**src/rtl/tm1638_responder_if.sv**
```systemverilog
// TM1638 serial bus: active-low frame strobe plus split DIO pad (sampled input, drive value, drive enable).
interface tm1638_responder_if;
  logic stb_in;
  logic dio_in;
  logic dio_out;
  logic dio_oe;

  modport master (output stb_in, dio_in, input dio_out, dio_oe);
  modport slave  (input stb_in, dio_in, output dio_out, dio_oe);
endinterface

```
**src/rtl/tm1638_responder.sv**
```systemverilog
// Device-side TM1638: deserialises STB-framed command/data bytes, holds display RAM and control, returns key bits.
// Optional protocol error counter enabled by defining TM1638_RESP_ERR_EN.
module tm1638_responder #(
  parameter int RAM_BYTES = 16,
  parameter int KEY_BITS  = 32
) (
  input  logic                     clk_400KHz,
  input  logic                     rst,
  tm1638_responder_if.slave        bus,
  input  logic [KEY_BITS-1:0]      key_in,
  output logic [8*RAM_BYTES-1:0]   disp_ram,
  output logic                     disp_on,
  output logic [2:0]               brightness,
  output logic                     frame_done,
  output logic [7:0]               err_cnt
);
  localparam int AW = $clog2(RAM_BYTES);
  localparam int CW = $clog2(KEY_BITS);

  typedef enum logic [2:0] {IDLE, CMD, WDATA, TURN, KEYTX, IGNORE} state_t;
  state_t state, state_nxt;

  logic [CW-1:0]                cnt;
  logic [2:0]                   bit_idx, bit_inc;
  logic [6:0]                   sh;
  logic [7:0]                   byte_val;
  logic [AW-1:0]                addr;
  logic                         fixed, got_byte;
  logic [KEY_BITS-1:0]          snap;
  logic [RAM_BYTES-1:0][7:0]    ram;
  logic                         in_byte_st, byte_end;
  logic                         mode_ld, snap_ld, addr_ld, ctrl_ld, ram_we, err_evt;
  logic                         oe_nxt, out_nxt;

  assign bit_idx    = cnt[2:0];
  assign bit_inc    = bit_idx + 3'd1;
  // The 8th bit is used straight from the pad so the byte decodes on the edge that completes it.
  assign byte_val   = {bus.dio_in, sh};
  assign in_byte_st = (state == CMD) || (state == WDATA) || (state == IGNORE);
  assign byte_end   = !bus.stb_in && in_byte_st && (bit_idx == 3'd7);
  assign disp_ram   = ram;

  always_ff @(posedge clk_400KHz or negedge rst) begin
    if (!rst) state <= IDLE;
    else      state <= state_nxt;
  end

  always_comb begin
    state_nxt = state;
    mode_ld   = 1'b0;
    snap_ld   = 1'b0;
    addr_ld   = 1'b0;
    ctrl_ld   = 1'b0;
    ram_we    = 1'b0;
    err_evt   = 1'b0;
    oe_nxt    = 1'b0;
    out_nxt   = 1'b1;
    if (bus.stb_in) begin
      state_nxt = IDLE;
      // A key-read abort is a legal early release; only byte-collecting states leave partial bytes.
      err_evt   = in_byte_st && (bit_idx != 3'd0);
    end else begin
      case (state)
        IDLE:  state_nxt = CMD;
        CMD: begin
          if (bit_idx == 3'd7) begin
            case (byte_val[7:6])
              2'b01: begin
                if (byte_val[1:0] == 2'b00) begin
                  mode_ld   = 1'b1;
                  state_nxt = IGNORE;
                end else if (byte_val[1:0] == 2'b10) begin
                  snap_ld   = 1'b1;
                  state_nxt = TURN;
                end else begin
                  err_evt   = 1'b1;
                  state_nxt = IGNORE;
                end
              end
              2'b11: begin
                addr_ld   = 1'b1;
                state_nxt = WDATA;
              end
              2'b10: begin
                ctrl_ld   = 1'b1;
                state_nxt = IGNORE;
              end
              default: begin
                err_evt   = 1'b1;
                state_nxt = IGNORE;
              end
            endcase
          end
        end
        WDATA:  ram_we = (bit_idx == 3'd7);
        TURN:   state_nxt = KEYTX;
        KEYTX: begin
          oe_nxt  = 1'b1;
          out_nxt = snap[cnt];
          if (cnt == CW'(KEY_BITS-1)) state_nxt = IGNORE;
        end
        IGNORE: err_evt = (bit_idx == 3'd7);
        default: state_nxt = IDLE;
      endcase
    end
  end

  always_ff @(posedge clk_400KHz or negedge rst) begin
    if (!rst) begin
      cnt         <= '0;
      sh          <= '0;
      addr        <= '0;
      fixed       <= 1'b0;
      got_byte    <= 1'b0;
      snap        <= '0;
      ram         <= '0;
      disp_on     <= 1'b0;
      brightness  <= '0;
      frame_done  <= 1'b0;
      bus.dio_oe  <= 1'b0;
      bus.dio_out <= 1'b1;
    end else begin
      bus.dio_oe  <= oe_nxt;
      bus.dio_out <= out_nxt;
      frame_done  <= bus.stb_in && got_byte;
      if (bus.stb_in) begin
        cnt      <= '0;
        got_byte <= 1'b0;
      end else begin
        if (byte_end) got_byte <= 1'b1;
        case (state)
          IDLE, CMD, WDATA, IGNORE: cnt <= CW'(bit_inc);
          TURN:                     cnt <= '0;
          KEYTX:                    cnt <= (cnt == CW'(KEY_BITS-1)) ? '0 : cnt + CW'(1);
          default:                  cnt <= '0;
        endcase
        if (in_byte_st || state == IDLE) begin
          for (int i = 0; i < 7; i++)
            if (bit_idx == 3'(i)) sh[i] <= bus.dio_in;
        end
      end
      if (mode_ld) fixed <= byte_val[2];
      if (snap_ld) snap  <= key_in;
      if (addr_ld)
        addr <= byte_val[AW-1:0];
      else if (ram_we && !fixed)
        addr <= addr + AW'(1);
      if (ram_we) ram[addr] <= byte_val;
      if (ctrl_ld) begin
        disp_on    <= byte_val[3];
        brightness <= byte_val[2:0];
      end
    end
  end

`ifdef TM1638_RESP_ERR_EN
  logic [7:0] errs;
  always_ff @(posedge clk_400KHz or negedge rst) begin
    if (!rst)                           errs <= '0;
    else if (err_evt && errs != 8'hFF)  errs <= errs + 8'd1;
  end
  assign err_cnt = errs;
`else
  logic unused_err;
  assign unused_err = err_evt;
  assign err_cnt    = '0;
`endif
endmodule

```
**src/flat_wrapper.sv**
```systemverilog
// flat-port wrapper written by rule: the top's interface ports become plain ports
module tm1638_responder_flat 
#(
  parameter int RAM_BYTES = 16,
  parameter int KEY_BITS  = 32
)
  (clk_400KHz, rst, key_in, disp_ram, disp_on, brightness, frame_done, err_cnt, bus_stb_in, bus_dio_in, bus_dio_out, bus_dio_oe);
  tm1638_responder_if bus_i ();
  input  logic clk_400KHz;
  input  logic rst;
  input  logic [KEY_BITS-1:0] key_in;
  output logic [8*RAM_BYTES-1:0] disp_ram;
  output logic disp_on;
  output logic [2:0] brightness;
  output logic frame_done;
  output logic [7:0] err_cnt;
  input wire logic [$bits(bus_i.stb_in)-1:0] bus_stb_in;
  input wire logic [$bits(bus_i.dio_in)-1:0] bus_dio_in;
  output wire logic [$bits(bus_i.dio_out)-1:0] bus_dio_out;
  output wire logic [$bits(bus_i.dio_oe)-1:0] bus_dio_oe;
  assign bus_i.stb_in = bus_stb_in;
  assign bus_i.dio_in = bus_dio_in;
  assign bus_dio_out = bus_i.dio_out;
  assign bus_dio_oe = bus_i.dio_oe;
  tm1638_responder #(.RAM_BYTES(RAM_BYTES), .KEY_BITS(KEY_BITS)) u_core (.clk_400KHz(clk_400KHz), .rst(rst), .bus(bus_i), .key_in(key_in), .disp_ram(disp_ram), .disp_on(disp_on), .brightness(brightness), .frame_done(frame_done), .err_cnt(err_cnt));
endmodule
```
**config.mk**
```make
export PLATFORM = sky130hd
export DESIGN_NAME = tm1638_responder_flat
export DESIGN_NICKNAME = d
export VERILOG_FILES = /design/src/rtl/tm1638_responder_if.sv /design/src/rtl/tm1638_responder.sv /design/src/flat_wrapper.sv
export SDC_FILE = /design/constraint.sdc
export NUM_CORES = 1
export LEC_CHECK = 0
export ABC_AREA = 0
export CAP_MARGIN = 0
export CELL_PAD_IN_SITES_DETAIL_PLACEMENT = 1
export CELL_PAD_IN_SITES_GLOBAL_PLACEMENT = 2
export CORE_MARGIN = 1
export CORE_UTILIZATION = 37
export DETAILED_ROUTE_END_ITERATION = 12
export PLACE_DENSITY_LB_ADDON = 0.1
export SLEW_MARGIN = 40
export SYNTH_ARGS = -nofsm -noshare
export SYNTH_HDL_FRONTEND = slang
export SYNTH_SLANG_ARGS = --single-unit
```
**constraint.sdc**
```tcl
create_clock -name clk_400KHz -period 4.5 [get_ports clk_400KHz]
set_input_delay 1.35 -clock clk_400KHz [delete_from_list [all_inputs] [get_ports clk_400KHz]]
set_output_delay 1.35 -clock clk_400KHz [all_outputs]
set_load 0.005 [all_outputs]
```
==> results of run 1 <==
==> logic make-up after synthesis <==
kind of cell / Yosys count / synth area share
muxes: 153 / 0.216
xor gates and xnor gates: 2 / 0.00222
DFF: 188 / 0.596
AOI/OAI and AO/OA: 55 / 0.0402
adders and majority gates: 11 / 0.0174
buffers and inverters: 43 / 0.0268
and+or+nand+nor: 119 / 0.102
other: 1 / 0.000475
==> critical path, stage by stage <==
cell	delay, ns
clkdlybuf4s50_1	0.39
buf_4	0.18
or3b_4	0.45
nor2_8	0.17
buf_4	0.31
nand3_4	0.20
mux2_2	0.34
==> metal layers <==
metal / routed length (um) / track usage / vias to the layer above / share of wire
li1: - / - / 2344 / -
met4: 267 / 0.0593 / 0 / 0.014
met1: 8330 / 0.238 / 2618 / 0.43
met5: 0 / 0 / - / 0
met3: 665 / 0.0328 / 20 / 0.034
met2: 10300 / 0.333 / 110 / 0.53
==> final cells by class <==
cell class	count	share of cell area
well taps	275	0.0328
multi-input cells	348	0.287
clock inverters	13	0.0142
repair buffers	178	0.170
inverters	8	0.00287
clock buffers	19	0.0432
flip-flops and latches	188	0.450
==> power by group through the flow <==
stage | sequential [mW] | combinational, mW | clock (mW)
2_1_floorplan | 1.77 | 0.154 | 0
6_report | 1.88 | 0.173 | 1.52
4_1_cts | 1.89 | 0.179 | 1.56
5_1_grt | 1.90 | 0.195 | 1.63
3_5_place_dp | 1.92 | 0.178 | 0
3_3_place_gp | 1.92 | 0.176 | 0
==> how the worst min path moves through the flow <==
stage                              start                    to  slack, ns
finish              u_core.disp_ram[126]  u_core.disp_ram[126]       0.48
floorplan                u_core.got_byte       u_core.got_byte       0.46
global route         u_core.disp_ram[22]   u_core.disp_ram[22]       0.50
detailed placement   u_core.disp_ram[31]   u_core.disp_ram[31]       0.47
CTS                  u_core.disp_ram[31]   u_core.disp_ram[31]       0.49
global placement    u_core.disp_ram[126]  u_core.disp_ram[126]       0.46
==> state kept, by name (all words and copies together), names as in the netlist <==
name and count:
u_core.brightness 3, u_core.addr 4, u_core.state 3, u_core.bus.dio_out 1, u_core.frame_done 1, u_core.snap 32
u_core.fixed 1, u_core.cnt 5, u_core.disp_ram 128, u_core.disp_on 1, u_core.got_byte 1, u_core.bus.dio_oe 1
u_core.sh 7
==> through the flow <==
stage,hold WS [ns],cell area (um^2),setup WS [ns]
2_1_floorplan,0.455,7930,1.77
3_3_place_gp,0.461,9870,0.984
3_5_place_dp,0.470,9870,0.943
4_1_cts,0.485,10500,1.41
5_1_grt,0.504,10500,1.34
6_report,0.479,10500,1.40
==> layout by cell type, fill, tap and decap left out, types with 8 or more instances in the layout <==
cell,instances
clkbuf_16,17
clkdlybuf4s50_1,169
conb_1,8
dfrtp_1,182
ha_1,11
mux2_2,139
mux2i_1,14
nand2_1,41
nand3_4,10
nor2_1,11
nor2b_1,9
o21ai_0,36
==> impl_metrics.tcl, run 1 <==
set metrics [dict create \
    crit_end "u_core.disp_ram[72]" \
    p_per_area_nw_per_um2 341 \
    synth_most_common_cell "dfrtp_1" \
    dp.cells 997 \
    rows 53 \
    leakagePower_nw 4.88 \
    grt_pass1_wl_um 31800 \
    switching_share 0.270 \
    ant_nets 0 \
    antenna_found_initial 0 \
    maxCapViolations 0 \
    syn_inst 572 \
    total_power_mw 3.58 \
    io_buffers 170 \
    clkSinkCount 188 \
    worst_clock_skew_ns 0.0130 \
    drt_iter0_drc 162 \
    drive_above_1_share 0.276 \
    syn_to_final_growth_pct 32.6 \
    finalHoldViolCount 0 \
    synth_top_flop_cell "dfrtp_1" \
    final-setup-viol-count 0 \
    fin_crit_sh 0.688 \
    ys_ff_latch 188 \
    netlist.area_leader.share 0.592 \
    numCtsBuffers 17 \
    cts_setup_buffers 0 \
    drt_wl_total_um 19500 \
    fillers 2147 \
    crit_path_end_kind "flip-flop" \
    gp_congestion 0.741 \
    synthArstFlopShare 1.00 \
    yosysUniqueCellTypes 48 \
    grt_pass1_vias 5548 \
    gr-usage-all-layers 0.190 \
    max-clock-path-buffers 2 \
    top_level_ports 179 \
    clk_transition_reported_paths_ns 0.07 \
    holdBufCountCts 0 \
    timing.hold.worst.class "reg -> reg" \
    final_core_util 0.500 \
    timing.rr.end "u_core.disp_ram[72]" \
    synth_area_leaders "dfrtp_1, mux2_2, o21ai_0, nand3_4, nand2_1" \
    dr_total_vias 5092 \
    multi_input_area_um2 3010 \
    max_slew_margin 0.421 \
    cp.required_ns 4.81 \
    critical_path_arrival_ns 3.41 \
    ff2ff_setup_slack_ns 1.80 \
    period_minus_slack_ns 3.10 \
    core_um2 21000 \
    r2r_cells 7 \
    startpoint_type "input pin" \
    vias_per_cell 4.95 \
    report.final.slew_viol_count 0 \
    wl_per_cell_um 19.0 \
    pwr-share-seq 0.527 \
    setup_tns_ns 0 \
    die_h_um 148 \
    yosysSeqAreaShare 0.596 \
    status "finished clean" \
    rsz0062_at_grt "no" \
    die_area_um2 21900 \
    synth.avg_cell_area_um2 13.8 \
    crit_fanout 15 \
    path_class "in -> reg" \
    cts-root-buf "clkbuf_16" \
    htreeDepth 4 \
    max_slew.worst_pin.slew_ns 0.868 \
    insertion_delay_ns 0.43 \
    dp_hpwl_um 13600 \
    internal_power_mw 2.61 \
    antenna_cells 0 \
    power_frac_comb 0.048 \
    startpoint "bus_stb_in" \
    drc 0 \
    p_switching_mw 0.966 \
    initial_core_util 0.377 \
    fmax_mhz 323 \
    first_pass_iters 4 \
    yosys.area.top_type "dfrtp_1" \
    die_w_um 148 \
    fin_cells 1029 \
    vdd_ir_drop_max_mv 0.291 \
    clkPwrFrac 0.425 \
    r2r_start "u_core.cnt[1]" \
    yosys_warnings 0 \
    synth_common_cells "dfrtp_1, mux2_2, nand2_1" \
    nNetsFinal 788 \
    seq_area_um2 4710 \
    synth_edf_count 0 \
    synth_area_um2 7900 \
    overflow 0 \
    cts_resized 0 \
    tritoncts "yes" \
    grt_max_degree 90 \
    hold_depth 2 \
]
No activity file was read; power rests on OpenSTA's default activity.
==> inputs of run 2 (changes only) <==
--- a/config.mk
+++ b/config.mk
@@ -10,7 +10,7 @@
 export CELL_PAD_IN_SITES_DETAIL_PLACEMENT = 1
 export CELL_PAD_IN_SITES_GLOBAL_PLACEMENT = 2
 export CORE_MARGIN = 1
-export CORE_UTILIZATION = 37
+export CORE_UTILIZATION = 31
 export DETAILED_ROUTE_END_ITERATION = 12
 export PLACE_DENSITY_LB_ADDON = 0.1
 export SLEW_MARGIN = 40
==> constraint.sdc (replaced) <==
create_clock -name clk_400KHz -period 2.7 [get_ports clk_400KHz]
set_input_delay 0.81 -clock clk_400KHz [delete_from_list [all_inputs] [get_ports clk_400KHz]]
set_output_delay 0.81 -clock clk_400KHz [all_outputs]
set_load 0.005 [all_outputs]
==> impl_metrics.tcl, run 2 (synthesis gave the netlist of run 1 again) <==
set metrics [dict create \
    die_area_um2 26100 \
    gr-usage-all-layers 0.168 \
    top_level_ports 179 \
    slowest_delay_ns 0.47 \
    syn_to_final_growth_pct 36.2 \
    drc 0 \
    crit_chain "clkdlybuf4s50_1, or3b_4, nor2_8, buf_12, nand3_4, mux2_2" \
    clk_transition_reported_paths_ns 0.07 \
    fin_crit_sh 0.869 \
    cts_setup_buffers 0 \
    dp_hpwl_um 14800 \
    total_power_mw 5.95 \
    cts_resized 0 \
    worst_clock_skew_ns 0.0128 \
    fillers 2616 \
    met1_length_um 9270 \
    grt_pass1_wl_um 33400 \
    drt_iter0_drc 145 \
    crit_fanout 10 \
    report.final.slew_viol_count 0 \
    holdBufCountCts 0 \
    numCtsBuffers 17 \
    gp_congestion 0.770 \
    antenna_cells 0 \
    multi_input_area_um2 3010 \
    status "finished clean" \
    initial_core_util 0.315 \
    dr_total_vias 5189 \
    period_minus_slack_ns 2.35 \
    drt_wl_total_um 20700 \
    leakagePower_nw 5.00 \
    r2r_start "u_core.cnt[0]" \
    maxCapViolations 0 \
    core_um2 25100 \
    layout_commonest_cell "dfrtp_1" \
    tritoncts "yes" \
    met3_wirelength_um 579 \
    seq_area_um2 4710 \
    nNetsFinal 809 \
    r2r_cells 7 \
    largest_register_ffs 128 \
    timing.rr.end "u_core.disp_ram[2]" \
    clkSinkCount 188 \
    final_core_util 0.429 \
    max_slew.worst_pin.slew_ns 0.738 \
    drive_above_1_share 0.289 \
    max-clock-path-buffers 2 \
    fmax_mhz 426 \
    ff2ff_setup_slack_ns 0.37 \
    die_w_um 162 \
    placed_cell_area_um2 10200 \
    finalHoldViolCount 0 \
    insertion_delay_ns 0.42 \
    die_h_um 162 \
    timing.hold.worst.class "in -> async" \
    cts-root-buf "clkbuf_16" \
    startpoint_type "input pin" \
    critical_path_arrival_ns 2.64 \
    vias_per_cell 4.70 \
    cp_slowest_cell "clkdlybuf4s50_1" \
    rsz0062_at_grt "no" \
    wl_per_cell_um 18.7 \
    crit_path_end_kind "flip-flop" \
    final_cell_mix "dfrtp_1, clkdlybuf4s50_1, mux2_2" \
    grt_max_degree 58 \
    ant_nets 0 \
    first_pass_iters 4 \
    grt_pass1_vias 5748 \
    path_class "in -> reg" \
    top_layer "met4" \
    wl_met2_um 10600 \
    io_buffers 170 \
    overflow 0 \
    final-setup-viol-count 0 \
    fin_area_um2 10800 \
    htreeDepth 4 \
    p_per_area_nw_per_um2 553 \
    max_slew_margin 0.506 \
    antenna_found_initial 0 \
    cp.required_ns 2.99 \
    rows 58 \
    vdd_ir_drop_max_mv 0.438 \
]
==> run 2: cell type report <==
class / count / area share
Sequential cell: 188 / 0.438
Multi-Input combinational cell: 348 / 0.280
Timing Repair Buffer: 199 / 0.188
Clock buffer: 20 / 0.0406
Tap cell: 330 / 0.0384
Clock inverter: 12 / 0.0128
Inverter: 8 / 0.00279
==> run 2: per-stage QoR <==
step	instances	hold slack (ns)	TNS [ns]	setup WS [ns]
2_1_floorplan	579	0.455	0	0.515
3_3_place_gp	1073	0.464	-2.62	-0.0679
3_5_place_dp	1073	0.475	-4.54	-0.0774
4_1_cts	1105	0.365	0	0.356
5_1_grt	1105	0.367	0	0.251
6_report	1105	0.349	0	0.354
==> run 2: layer usage <==
layer / up-vias / GRT usage
met5: - / 0
met4: 0 / 0.0377
met3: 13 / 0.0271
met2: 107 / 0.289
met1: 2674 / 0.222
li1: 2395 / -
==> run 2: how the worst max path moves through the flow <==
stage | startpoint | endpoint | slack [ns] | depth (start not counted)
detailed placement | bus_stb_in | u_core.disp_ram[84] | -0.08 | 6
CTS | u_core.cnt[0] | u_core.disp_ram[2] | 0.36 | 7
finish | bus_stb_in | u_core.disp_ram[2] | 0.35 | 6
global route | u_core.cnt[0] | u_core.disp_ram[95] | 0.25 | 8
floorplan | bus_stb_in | u_core.addr[3] | 0.51 | 5
global placement | bus_stb_in | u_core.disp_ram[77] | -0.07 | 6
==> run 2: critical path: cells and delay by family <==
family	cells	cell delay, ns
buffers and inverters	2	0.63
multiplexers	1	0.34
AND/OR/NAND/NOR	3	0.84
==> run 2: power breakdown <==
part	internal, mW	switching [mW]
clock network	1.38	1.09
logic	0.160	0.292
registers	2.86	0.169
total	4.40	1.55
==> inputs of run 3 (changes only) <==
--- a/config.mk
+++ b/config.mk
@@ -11,6 +11,7 @@
 export CELL_PAD_IN_SITES_GLOBAL_PLACEMENT = 2
 export CORE_MARGIN = 1
 export CORE_UTILIZATION = 31
+export CTS_CLUSTER_DIAMETER = 120
 export DETAILED_ROUTE_END_ITERATION = 12
 export PLACE_DENSITY_LB_ADDON = 0.1
 export SLEW_MARGIN = 40
==> results of run 3 <==
No change in the layout: final DEF, timing and power equal those of run 2.
